==> config.mk <==
export PLATFORM = sky130hd
export DESIGN_NAME = post_mac_pipe
export DESIGN_NICKNAME = d
export VERILOG_FILES = /design/src/rtl/post_mac_pipe.sv
export SDC_FILE = /design/constraint.sdc
export NUM_CORES = 1
export LEC_CHECK = 0
export CELL_PAD_IN_SITES_DETAIL_PLACEMENT = 0
export CELL_PAD_IN_SITES_GLOBAL_PLACEMENT = 1
export CORE_ASPECT_RATIO = 1.5
export CORE_UTILIZATION = 43
export DETAILED_ROUTE_END_ITERATION = 8
export GPL_ROUTABILITY_DRIVEN = 0
export PLACE_DENSITY = 0.95
export SYNTH_ARGS = -nofsm -noshare
export SYNTH_HDL_FRONTEND = slang
export SYNTH_SLANG_ARGS = --single-unit
==> constraint.sdc <==
create_clock -name clk -period 21.3 [get_ports clk]
set_input_delay 3.195 -clock clk [delete_from_list [all_inputs] [get_ports clk]]
set_output_delay 3.195 -clock clk [all_outputs]
set_load 0.01 [all_outputs]
==> src/rtl/post_mac_pipe.sv <==
// Post-MAC pipeline: bias add / channel sum, then ReLU, arithmetic shift and saturation to OUT_W.
// Latency 2 cycles; both stages stall together when out_valid is held by out_ready=0.
module post_mac_pipe #(
  parameter int NCH   = 6,
  parameter int IN_W  = 32,
  parameter int OUT_W = 16,
  parameter int SHIFT = 3
) (
  input  logic                  clk,
  input  logic                  reset,
  input  logic [1:0]            layer,
  input  logic                  in_valid,
  output logic                  in_ready,
  input  logic [NCH*IN_W-1:0]   mac_in,
  input  logic [NCH*IN_W-1:0]   bias_in,
  input  logic [IN_W-1:0]       sum_bias,
  output logic                  out_valid,
  input  logic                  out_ready,
  output logic [NCH*OUT_W-1:0]  out_data,
  output logic [OUT_W-1:0]      out_sum,
  output logic                  out_sat,
  output logic                  mode_err
);

  // One common width wide enough for both the per-channel sum (IN_W+1) and the channel total.
  localparam int SW = IN_W + $clog2(NCH + 1);
  localparam logic signed [SW-1:0] MAXV = {{(SW-OUT_W+1){1'b0}}, {(OUT_W-1){1'b1}}};
  localparam logic signed [SW-1:0] MINV = {{(SW-OUT_W+1){1'b1}}, {(OUT_W-1){1'b0}}};

  localparam logic [1:0] L_CONV1 = 2'b00;
  localparam logic [1:0] L_CONV2 = 2'b01;
  localparam logic [1:0] L_FC    = 2'b10;
  localparam logic [1:0] L_RSVD  = 2'b11;

  function automatic logic signed [SW-1:0] sext(input logic [IN_W-1:0] x);
    return {{(SW-IN_W){x[IN_W-1]}}, x};
  endfunction

  // Returns {clamped, value}; >>> floors toward minus infinity.
  function automatic logic [OUT_W:0] narrow(input logic signed [SW-1:0] x);
    logic signed [SW-1:0] sh;
    sh = x >>> SHIFT;
    if (sh > MAXV)      return {1'b1, MAXV[OUT_W-1:0]};
    else if (sh < MINV) return {1'b1, MINV[OUT_W-1:0]};
    else                return {1'b0, sh[OUT_W-1:0]};
  endfunction

  logic                  adv;
  logic                  s1_valid;
  logic [1:0]            s1_layer;
  logic signed [SW-1:0]  s1_val [NCH];
  logic signed [SW-1:0]  s1_sum;
  logic signed [SW-1:0]  val_nxt [NCH];
  logic signed [SW-1:0]  sum_nxt;
  logic [NCH*OUT_W-1:0]  data_nxt;
  logic [OUT_W-1:0]      osum_nxt;
  logic                  sat_nxt;

  assign adv      = out_ready | ~out_valid;
  assign in_ready = adv;

  // FC beats carry the raw MAC value so S2 can treat every channel uniformly.
  always_comb begin
    sum_nxt = sext(sum_bias);
    for (int i = 0; i < NCH; i++) begin
      val_nxt[i] = sext(mac_in[i*IN_W +: IN_W]);
      sum_nxt    = sum_nxt + val_nxt[i];
      if (layer != L_FC)
        val_nxt[i] = val_nxt[i] + sext(bias_in[i*IN_W +: IN_W]);
    end
  end

  always_comb begin
    logic signed [SW-1:0] v;
    logic [OUT_W:0]       r;
    data_nxt = '0;
    osum_nxt = '0;
    sat_nxt  = 1'b0;
    v        = '0;
    r        = '0;
    if (s1_layer == L_CONV1 || s1_layer == L_FC) begin
      for (int i = 0; i < NCH; i++) begin
        v = s1_val[i];
        if (s1_layer == L_CONV1 && v[SW-1]) v = '0;
        r = narrow(v);
        data_nxt[i*OUT_W +: OUT_W] = r[OUT_W-1:0];
        sat_nxt = sat_nxt | r[OUT_W];
      end
    end else if (s1_layer == L_CONV2) begin
      v = s1_sum[SW-1] ? '0 : s1_sum;
      r = narrow(v);
      osum_nxt = r[OUT_W-1:0];
      sat_nxt  = r[OUT_W];
    end
  end

  always_ff @(posedge clk) begin
    if (reset) begin
      s1_valid  <= 1'b0;
      out_valid <= 1'b0;
      out_data  <= '0;
      out_sum   <= '0;
      out_sat   <= 1'b0;
      mode_err  <= 1'b0;
    end else begin
      if (adv) begin
        s1_valid  <= in_valid;
        s1_layer  <= layer;
        s1_val    <= val_nxt;
        s1_sum    <= sum_nxt;
        out_valid <= s1_valid;
        out_data  <= data_nxt;
        out_sum   <= osum_nxt;
        out_sat   <= sat_nxt;
      end
      if (adv && in_valid && layer == L_RSVD)
        mode_err <= 1'b1;
    end
  end

endmodule

Yosys cells after proc, flatten, opt, wreduce, memory -nomap -nowiden --
Cells that the tools add are included.
Word-level totals: register bits 363, bits in latches 0, RAM bits 0, ROM bits 0, output and inout bits 116, word-level logic and storage cells 107, memories 0
Cells by class: add/subtract/negate cells 12, multiply operators 0, divide/modulo/power cells 0, $lt $le $gt $ge 14, equal/unequal tests 4, shifts and indexed selects 0, muxes and demuxes 44, bitwise gates (word level) 8, reductions and logical operators 11
Operator list (number):
- $mux W35 | 18
- $mux W17 | 20
- $add A32 B32 Y33 | 7
- $lt A32 B16 Y1 const B | 7
- $gt A32 B16 Y1 const B | 6
- $add A35 B32 Y35 | 3
- $mux W96 | 1
- $add A34 B32 Y35 | 1
- $add A33 B32 Y34 | 1
- $mux W34 | 1
- $mux W16 | 2
- $gt A31 B15 Y1 const B | 1
- $logic_and A1 B1 Y1 | 8
- $or A1 B1 Y1 | 6
- $eq A2 B2 Y1 const B | 2
- $eq A2 B1 Y1 const B | 1
- $logic_not A2 Y1 | 1
- $mux W1 | 2
- $ne A2 B2 Y1 const B | 1
- $not A1 Y1 | 2
- $reduce_and A2 Y1 | 1
- $logic_or A1 B1 Y1 | 1

Depth between registers and ports, before layout --
word-level depth 14, depth in mapped cells 18

Worst setup path before layout --
OpenSTA, ideal clock, no wires.
path type input to register, start input port reset, end register s1_layer[0], enable pin, data arrival time 12682 ps, required time 20507 ps, path slack 7825 ps, stages 4, buffers on the path 3, path through clkbuf_1 -> clkbuf_1 -> clkbuf_1 -> nor2_1
On the way: word-level cells in the longest chain between the ends 2
Ends and longest elaborated chain:
- start, declared | line 10 | input logic reset,
- $not A1 Y1 (no source line)
- $reduce_and A2 Y1 (no source line)
- end signal, assigned | line 108 | s1_layer <= layer;
- end, declared | line 50 | logic [1:0] s1_layer;
No other way between the ends. A chain may end at the register's enable or synchronous reset.

Worst setup path after layout --
start input port out_ready, end output port in_ready
On the way: word-level cells in the longest chain between the ends 1
Ends and longest elaborated chain:
- start, declared | line 18 | input logic out_ready,
- $or A1 B1 Y1 | line 59 | assign adv = out_ready | ~out_valid;
- end, declared | line 13 | output logic in_ready,
No other way between the ends.

==> flow_metrics.tcl <==
set metrics [dict create \
    antenna_found_initial 33 \
    cts_resized 0 \
    yosysSeqAreaShare_pct 32.81 \
    drv_slew 0 \
    wl_per_cell_microns 21.35 \
    startpoint_type "primary input" \
    ant_nets 0 \
    die_area_sq_um 63030 \
    ctsLongestPathBuffers 3 \
    path_buf_inv 4 \
    rows 111 \
    synth_area_per_cell_sq_um 8.920 \
    first_global_vias 23370 \
    cp_max_fo 50 \
    critPathMaxStageDelay_ps 560 \
    io-pin-count 538 \
    fin_nets 4298 \
    initial_utilization_pct 43.53 \
    clk_pin_slew_worst_paths_ps 60 \
    async_flop_share_pct 0 \
    min_period_over_period_pct 39.48 \
    grt.overflow.total 0 \
    dr.pass1.iters 6 \
    ctsHoldBuffers 0 \
    ys.warnings.count 0 \
    synth_edf_count 214 \
    max_slew_margin_pct 28.42 \
    crit_chain "clkdlybuf4s50_1, nor2b_4, buf_4, inv_1, clkdlybuf4s50_1" \
    hold_viol 0 \
    grt_pass1_wl_microns 136500 \
    max_cap_viol_count 0 \
    drc_errors 0 \
    drive_gt1_share_pct 3.691 \
    grt_max_degree 87 \
    cts.sinks 330 \
    fmax_ghz 0.1189 \
    cts_setup_buffers 0 \
    syn-cell-area_sq_um 26660 \
    grtUsageTotal_pct 29.08 \
    skew_ps 23.75 \
    syn-instance-count 2989 \
    rsz0062_at_grt "false" \
    core_sq_um 61250 \
    powerDensity_nw_per_um2 88.60 \
    cp-end-kind "primary output" \
    n_fill_cell 5666 \
    viasPerCell 5.467 \
    num_vias 23710 \
    ir_worst_vdd_mv 0.06529 \
    routed_wl_microns 92630 \
    fp.dieH_microns 307.0 \
    cts_buffers 35 \
    ys_types 87 \
    arrival_ps 5210 \
    reg2reg_setup_slack_ps 17800 \
    htreeDepth 2 \
    area_growth_pct 28.26 \
    yosys.area.top_type "edfxtp_1" \
    fin_setup_tns_ps 0 \
    synthTopCellsByArea "edfxtp_1, fa_1, ha_1, dfxtp_1, a21oi_1" \
    hold_slack_ps 455.7 \
    dp.cells 4249 \
    io_buffers 537 \
    leakagePower_nw 14.50 \
    drt_iter0_markers 1483 \
    root_buffer "clkbuf_16" \
    cpLargestDelayFamily "buffers and inverters" \
    worstMarginPinSlew_ps 1074 \
    worst_skew_pair.late_latency_ps 540 \
    syn_nets 3792 \
    status "completed" \
    crit_slowest_cell "clkdlybuf4s50_1" \
    ys_ff_latch 330 \
    synth_top_area_share_pct 24.10 \
    synth-main-ff-cell "edfxtp_1" \
    finalSetupViolCount 0 \
    fin_cells 4338 \
    dp_slack_ps 12510 \
    cts_tree "built" \
    hp-class "flip-flop to flip-flop" \
    dp_hpwl_microns 74950 \
    fin_ws_ps 12890 \
    period_needed_ps 8409 \
    path_class "primary input to primary output" \
    cp_common_cell "clkdlybuf4s50_1" \
    worstPathRequired_ps 18110 \
    die_x_microns 205.3 \
    total_power_mw 3.030 \
]
[logic make-up (layout without fill, tap and decap cells)]
| family | count (synthesis) | in the layout | synth area share (%) |
|---|---|---|---|
| flops | 330 | 330 | 32.81 |
| other cells | 0 | 25 | 0 |
| mux | 3 | 3 | 0.1220 |
| compound gates | 809 | 809 | 18.79 |
| simple gates | 814 | 814 | 14.00 |
| buf+inv | 509 | 1042 | 7.166 |
| xor+xnor | 143 | 143 | 4.697 |
| fa+ha+maj | 381 | 381 | 22.41 |
[path summary, 6_finish.rpt]
kind,from,endpoint,depth (start not counted)
setup reg to reg,out_valid,s1_val[164],5
hold / removal,out_data[95],out_data[95],2
setup / recovery,out_ready,in_ready,5
hold reg to reg,out_data[95],out_data[95],2
[cell usage after synthesis (4+ instances only)]
cell type / n
a2111oi_0: 7
a211o_1: 4
a211oi_1: 11
a21boi_0: 5
a21o_1: 43
a21oi_1: 405
a221oi_2: 4
a22oi_1: 21
a31oi_1: 22
a41oi_1: 8
and2_1: 11
and3_1: 17
and4_1: 10
buf_1: 13
clkbuf_1: 80
dfxtp_1: 116
edfxtp_1: 214
fa_1: 161
ha_1: 220
inv_1: 416
nand2_1: 165
nand2b_1: 21
nand3_1: 37
nand3b_1: 4
nand4_1: 32
nand4b_1: 4
nor2_1: 361
nor2b_1: 19
nor3_1: 54
nor3b_1: 13
nor4_1: 36
o211ai_1: 7
o21a_1: 40
o21ai_0: 109
o21bai_1: 17
o22ai_1: 5
o311ai_0: 5
o31a_1: 4
o31ai_1: 40
or2_2: 6
or3_1: 15
xnor2_1: 80
xor2_1: 63
[report_power, final]
| group | leakage, nW | internal (mW) | total, mW | switching [mW] |
|---|---|---|---|---|
| registers | 3.03 | 0.857 | 0.899 | 0.0421 |
| logic | 10.9 | 0.662 | 1.47 | 0.807 |
| clock network | 0.581 | 0.386 | 0.662 | 0.275 |
[sequential cells by signal (all words and copies together), names as in the netlist]
register,count
s1_val,180
out_data,96
s1_sum,32
out_sum,16
s1_layer,2
mode_err,1
out_sat,1
out_valid,1
s1_valid,1
[metrics by stage]
stage	utilization (%)	instance area (sq um)
6_report	55.84	34200
5_1_grt	55.84	34200
4_1_cts	55.74	34140
3_5_place_dp	53.77	32930
3_3_place_gp	53.77	32930
2_1_floorplan	-	26660
[metal layers]
metal	track usage [%]	vias to the layer above	wire (microns)
met2	53.55	826	48260
met4	15.92	16	5221
li1	-	11440	-
met1	31.76	11220	33800
met5	0	-	102
met3	3.847	211	5237
[cell usage in the layout (no fill, tap or decap), drive strengths merged, types with 8 or more instances in the layout]
master	n
clkdlybuf4s50	536
inv	420
a21oi	407
nor2	361
ha	220
edfxtp	214
nand2	165
fa	161
dfxtp	116
o21ai	113
xnor2	80
xor2	63
nor3	55
a21o	43
o31ai	42
clkbuf	42
o21a	41
nand3	37
nor4	36
nand4	32
buf	26
diode	25
a31oi	22
a22oi	21
nand2b	21
nor2b	19
and3	18
o21bai	17
or3	16
nor3b	13
a211oi	12
and2	11
and4	10
a2111oi	8
a41oi	8
clkinv	8
[worst reg2reg max path, stage by stage, from the launching register on]
cell and delay [ps]:
dfxtp_1 310, nor2b_4 110, buf_4 310, nor2_4 710, buf_4 770, buf_4 820
[area by class of cell]
cell class                 instances  area [sq um]  share of cell area [%]
multi-input combinational       2150         16070                   46.99
sequential                       330          8748                   25.58
timing repair buffer             562          5560                   16.26
inverter                         416          1562                   4.566
tap                              791         989.7                   2.894
clock buffer                      42         925.9                   2.707
clock inverter                    22         280.3                  0.8195
antenna                           25         62.56                  0.1829
No activity file was read; power rests on OpenSTA's default activity.
